==> src/rtl/suffix_unhash.sv <==
// suffix_unhash: iterative inverse of the 33-multiply/XOR string hash.
// Peels a known suffix off a target hash, one character per cycle.
module suffix_unhash #(
    parameter int NUM_CHARS = 8,
    parameter int CHAR_W    = 7,
    localparam int LEN_W    = $clog2(NUM_CHARS + 1),
    localparam int SUF_W    = CHAR_W * NUM_CHARS
) (
    input  logic             clk,
    input  logic             rst_n,
    input  logic             in_valid,
    output logic             in_ready,
    input  logic [31:0]      in_hash,
    input  logic [SUF_W-1:0] in_suffix,
    input  logic [LEN_W-1:0] in_len,
    output logic             out_valid,
    input  logic             out_ready,
    output logic [31:0]      out_hash,
    output logic [SUF_W-1:0] out_suffix,
    output logic [LEN_W-1:0] out_len
);

    typedef enum logic [1:0] {
        IDLE,
        RUN,
        DONE
    } state_t;

    localparam logic [31:0]      INV33   = 32'h3E0F83E1;
    localparam logic [LEN_W-1:0] MAX_LEN = LEN_W'(NUM_CHARS);

    state_t             state;
    logic [LEN_W-1:0]   idx;
    logic [LEN_W-1:0]   len_clamp;
    logic [CHAR_W-1:0]  cur_char;
    logic [31:0]        step;

    assign len_clamp = (in_len > MAX_LEN) ? MAX_LEN : in_len;

    always_comb begin
        cur_char = '0;
        for (int k = 0; k < NUM_CHARS; k++) begin
            if (idx == LEN_W'(k)) cur_char = out_suffix[CHAR_W*k +: CHAR_W];
        end
    end

    // Multiplying by 33^-1 undoes the forward *33 modulo 2^32.
    assign step = (out_hash ^ {{(32-CHAR_W){1'b0}}, cur_char}) * INV33;

    always_ff @(posedge clk or negedge rst_n) begin
        if (!rst_n) begin
            state      <= IDLE;
            in_ready   <= 1'b1;
            out_valid  <= 1'b0;
            out_hash   <= '0;
            out_suffix <= '0;
            out_len    <= '0;
            idx        <= '0;
        end else begin
            unique case (state)
                IDLE: begin
                    if (in_valid) begin
                        out_hash   <= in_hash;
                        out_suffix <= in_suffix;
                        out_len    <= len_clamp;
                        in_ready   <= 1'b0;
                        if (len_clamp == '0) begin
                            idx       <= '0;
                            out_valid <= 1'b1;
                            state     <= DONE;
                        end else begin
                            idx   <= len_clamp - 1'b1;
                            state <= RUN;
                        end
                    end
                end
                RUN: begin
                    out_hash <= step;
                    if (idx == '0) begin
                        out_valid <= 1'b1;
                        state     <= DONE;
                    end else begin
                        idx <= idx - 1'b1;
                    end
                end
                DONE: begin
                    if (out_ready) begin
                        out_valid <= 1'b0;
                        in_ready  <= 1'b1;
                        state     <= IDLE;
                    end
                end
                default: begin
                    state     <= IDLE;
                    in_ready  <= 1'b1;
                    out_valid <= 1'b0;
                end
            endcase
        end
    end

endmodule

==> config.mk <==
export PLATFORM = sky130hd
export DESIGN_NAME = suffix_unhash
export DESIGN_NICKNAME = d
export VERILOG_FILES = /design/src/rtl/suffix_unhash.sv
export SDC_FILE = /design/constraint.sdc
export NUM_CORES = 1
export LEC_CHECK = 0
export BUFFER_PORTS_ARGS = -buffer_cell sky130_fd_sc_hd__buf_2
export CAP_MARGIN = 10
export CORE_MARGIN = 1
export CORE_UTILIZATION = 59
export DETAILED_ROUTE_END_ITERATION = 16
export PLACE_DENSITY = 0.94
export SETUP_SLACK_MARGIN = 0.4
export SLEW_MARGIN = 20
export SYNTH_ARGS = -nofsm -noshare
export SYNTH_HDL_FRONTEND = slang
export SYNTH_SLANG_ARGS = --single-unit
==> constraint.sdc <==
create_clock -name clk -period 9.2 [get_ports clk]
set_input_delay 1.38 -clock clk [delete_from_list [all_inputs] [get_ports clk]]
set_output_delay 1.38 -clock clk [all_outputs]
set_load 0.05 [all_outputs]
# Yosys cells after proc, flatten, opt, wreduce, memory -nomap -nowiden
# Cells that the tools add are included.
[word_totals]
ff_bits = 100
in_bits = 96
out_inout_bits = 94
elab_cells = 65
[op_classes]
add_sub_neg = 2
n_mul = 1
magnitude_cmp = 1
eq_ne = 14
mux = 28
bitwise_logic = 2
reduce_logical = 10
[ops]
columns = ["operator", "count"]
rows = [
  ["32-bit one-hot mux with 2 select lines", 1],
  ["7-bit two-way mux", 8],
  ["32-bit by 30-bit multiplier with 32-bit output, second input constant", 1],
  ["32-bit two-way mux", 1],
  ["32-bit by 7-bit XOR with 32-bit output", 1],
  ["4-bit by 3-bit == test with 1-bit output, second input constant", 4],
  ["4-bit two-way mux", 4],
  ["2-bit != test, second input constant", 5],
  ["3-bit AND reduction", 3],
  ["4-bit by 2-bit == test with 1-bit output, second input constant", 2],
  ["4-bit logical NOT", 2],
  ["2-bit two-way mux", 4],
  ["4-bit one-hot mux with 2 select lines", 1],
  ["4-bit by 1-bit subtractor with 4-bit output, second input constant", 2],
  ["1-bit two-way mux", 6],
  ["1-bit one-hot mux with 3 select lines", 2],
  ["2-bit one-hot mux with 3 select lines", 1],
  ["4-bit by 1-bit == test with 1-bit output, second input constant", 1],
  ["4-bit greater-than comparator, second input constant", 1],
  ["2-bit AND reduction", 2],
  ["4-bit AND reduction", 1],
  ["2-bit by 1-bit == test with 1-bit output, second input constant", 1],
  ["2-bit == test, second input constant", 1],
  ["2-bit logical NOT", 1],
  ["other kinds (2)", 2],
]

# Longest topological paths before layout
[logic_depth]
depth_word = 12
mapped_depth = 32
depth_no_buf = 31

# Worst setup path before layout
# OpenSTA, ideal clock, no wires.
[synth_timing]
kind = "reg2reg"
start = "reg idx[0]"
end = "reg out_hash[24]"
setup_ps = 134
arrival_time_ps = 7138
t_required_ps = 9066
setup_slack_ps = 1928
stages_incl_launch_ff = 31
n_path_buf = 1
period_less_slack_ps = 7272
cell_sequence = "dfrtp_1 -> inv_1 -> ha_1 -> clkbuf_1 -> and3b_1 -> a211oi_1 -> o31ai_1 -> a32oi_1 -> xnor2_1 -> o2bb2ai_1 -> inv_1 -> fa_1 -> inv_1 -> ha_1 -> fa_1 -> inv_1 -> fa_1 -> inv_1 -> ha_1 -> ha_1 -> fa_1 -> ha_1 -> ha_1 -> o21a_1 -> o21a_1 -> o2111ai_1 -> o21ai_1 -> a21boi_0 -> nor2b_1 -> a2111oi_0 -> nor3_1"
[synth_between]
elab_chain_cells = 12
word_cells_on_any_way = 19
cone_classes = "1 x mul; 7 x eq/ne; 9 x mux; 1 x bitwise; 1 x reduce/logical"
[synth_rtl]
columns = ["element", "line", "text"]
rows = [
  ["start: declaration", "33", "logic [LEN_W-1:0] idx;"],
  ["start signal: assignment", "72", "idx <= len_clamp - 1'b1;"],
  ["start signal: assignment", "83", "idx <= idx - 1'b1;"],
  ["4-bit logical NOT", "43", "if (idx == LEN_W'(k)) cur_char = out_suffix[CHAR_W*k +: CHAR_W];"],
  ["7-bit two-way mux (7 in a row)", "43", ""],
  ["7-bit two-way mux *", "43", ""],
  ["32-bit by 7-bit XOR with 32-bit output *", "48", "assign step = (out_hash ^ {{(32-CHAR_W){1'b0}}, cur_char}) * INV33;"],
  ["32-bit by 30-bit multiplier with 32-bit output *", "48", ""],
  ["32-bit one-hot mux with 2 select lines *", "60", "unique case (state)"],
  ["end signal: assignment", "63", "out_hash <= in_hash;"],
  ["end signal: assignment", "78", "out_hash <= step;"],
  ["end: declaration", "18", "output logic [31:0] out_hash,"],
]
# Every way passes the cells marked *; elsewhere a longest branch is shown, timed or not.
# A chain may end at the register's enable or synchronous reset.

# Final worst setup path
# Same ends and word-level chain as after synthesis.

==> results_dict.tcl <==
set metrics [dict create \
    rsz0062_at_grt "no" \
    synthArstFlopShare_pct 100.0 \
    cp_num_buf_inv 4 \
    ant_nets 0 \
    clk_latency_ns 0.36 \
    seq_area_um2 2504 \
    r2r_cells 28 \
    rows 51 \
    cts_buffer_depth 2 \
    cts.sinks 100 \
    grt_max_degree 91 \
    fin_crit_sh_pct 89.65 \
    synth.avg_cell_area_um2 9.542 \
    vias 9868 \
    die_y_um 145.0 \
    dp_hpwl_mm 28.26 \
    outcome "finished clean" \
    die_area_um2 21030 \
    fp.dieW_um 145.0 \
    postCtsSetupRepairBufs 0 \
    io_buffers 189 \
    final_util_pct 68.39 \
    setup_violations 0 \
    num-fill-cells 1506 \
    syn_area_um2 12070 \
    io_pins 190 \
    remaining_drc_errors 0 \
    critPathRequiredTime_ns 9.43 \
    drive_gt1_share_pct 15.88 \
    critPathMaxStageDelay_ns 0.54 \
    grt_overflow_total 0 \
    grt_pass1_wl_mm 55.17 \
    drtIter0Drc 563 \
    cts_resized 0 \
    antenna_found_initial 1 \
    multi_input_area_um2 8549 \
    postSynthCellCount 1265 \
    yosysWarnings 0 \
    setup_ws_ns 0.9524 \
    cts_tree "done" \
    setup_tns_ns 0 \
    start_kind "flop" \
    finalMaxSlewViolations 0 \
    crit_top_cell "ha_1" \
    cp_num_cells 28 \
    end_kind "flop" \
    critical_path.max_fanout 19 \
    vias_per_cell 5.778 \
    cts_made_buffers 9 \
    whs_path_depth 2 \
    ys_seq_area_share_pct 20.74 \
    synth-edff-count 0 \
    drt-wirelength-per-cell_um 20.20 \
    grt_pass1_vias 10292 \
    worstSetupPathType "reg -> reg" \
    cts-htree-levels 3 \
    min_period_ns 8.248 \
    slowest_stage "ha_1" \
    globalplace.congestion 1.016 \
    finalWirelength_mm 34.51 \
    initial_core_util_pct 61.02 \
    relSlewSlack_pct 23.08 \
    tightest_slew_ns 1.150 \
    clock_skew_ns 0.01783 \
    critPathArrivalTime_ns 8.47 \
    grtUsageTotal_pct 34.28 \
    hold_path.class "reg -> reg" \
    hold_viol 0 \
    core_um2 19780 \
    finish.net_count 1864 \
    drt_first_pass_iters 5 \
    max_freq_mhz 121.2 \
    root_buffer "clkbuf_16" \
    clkTransAtPathRegs_ns 0.08 \
    dp_slack_ns 0.8534 \
    synth_flop_cell "dfrtp_1" \
    synth_cell_types 63 \
    hold_buffers 0 \
    area_growth_pct 12.09 \
    synth_nets 1692 \
    critical_path.top_delay_family "adder cells" \
    max-cap-violations 0 \
    ys_ff_latch 100 \
]
layout by cell type, fill, tap and decap left out, types with 5 or more instances in the layout:
cell,Yosys,routed
a21oi_1,28,28
a31oi_1,14,14
o21a_1,8,8
a221o_1,5,5
nand3_1,8,8
xnor2_1,42,42
a21o_1,13,13
o21ai_0,31,31
buf_2,0,188
clkbuf_16,0,9
nor2b_1,12,12
ha_1,182,181
o31ai_1,6,6
xor2_1,15,15
nand2_1,240,240
dfrtp_1,99,99
o221ai_1,5,5
a22oi_1,18,18
inv_1,225,225
nand2b_1,10,10
nor3_1,10,10
buf_4,1,8
o2bb2ai_1,6,6
fa_1,149,149
and2_1,5,5
nor2_1,30,29
flip-flops by register name (all words and copies together), names as in the netlist:
register / cells
out_suffix: 56
out_hash: 32
idx: 4
out_len: 4
state: 2
in_ready: 1
out_valid: 1
final timing paths:
check	start	endpoint	slack [ns]
min reg2reg	out_len[2]	out_len[2]	0.48
max in group asynchronous	rst_n	out_hash[22]	6.98
max reg2reg	idx[0]	out_hash[24]	0.95
min	out_len[2]	out_len[2]	0.48
min in group asynchronous	rst_n	out_suffix[1]	0.96
max	idx[0]	out_hash[24]	0.95
Yosys cell counts (10+ instances only):
cell type / n / area share (%)
a22oi_1: 18 / 1.1
nor3_1: 10 / 0.41
inv_1: 225 / 7.0
nand2b_1: 10 / 0.52
a31oi_1: 14 / 0.73
o21ai_0: 31 / 1.3
xor2_1: 15 / 1.1
a21oi_1: 28 / 1.2
a21o_1: 13 / 0.81
nand2_1: 240 / 7.5
xnor2_1: 42 / 3.0
dfrtp_1: 99 / 21
nor2b_1: 12 / 0.62
fa_1: 149 / 25
clkbuf_1: 28 / 0.87
nor2_1: 30 / 0.93
ha_1: 182 / 19
through the flow:
step / hold WS, ns / instances / area, um^2
after floorplan: 0.5589 / 1265 / 12070
after global placement: 0.4582 / 1691 / 13230
after detailed placement: 0.4708 / 1691 / 13230
after CTS: 0.4895 / 1707 / 13520
after global routing: 0.5201 / 1707 / 13530
final: 0.4847 / 1708 / 13530
cells by family (layout without fill, tap and decap cells):
family	after synthesis	after routing	share of synthesized area, %
muxes	3	3	0.2488
adders and majority gates	331	331	43.58
AOI/OAI and AO/OA	167	167	9.651
DFF	100	100	20.74
other	0	1	0
and+or+nand+nor	343	343	12.36
buffers and inverters	260	437	8.510
xor gates and xnor gates	61	61	4.913
tightest hold or removal path: stages (launching register included):
cell and delay [ns]:
dfrtp_1 0.35, nand2_1 0.04, o21ai_0 0.06
cell type report:
type	count	area share [%]
Multi-Input combinational cell	905	63.19
Antenna cell	1	0.01850
Clock buffer	10	1.692
Clock inverter	6	0.4994
Timing Repair Buffer	196	7.399
Tap cell	265	2.451
Sequential cell	100	18.51
Inverter	225	6.242
routing by layer:
| layer | track usage [%] | vias up | part of all wire (%) |
|---|---|---|---|
| met2 | 58.44 | 522 | 49 |
| li1 | - | 4431 | - |
| met1 | 41.49 | 4790 | 38 |
| met3 | 6.384 | 125 | 7.6 |
| met4 | 17.34 | 0 | 5.4 |
| met5 | 0 | - | 0 |
Power is left out: the tool's default activity adds up to more than one toggle a clock period on the data nets, which glitch-free logic cannot reach.
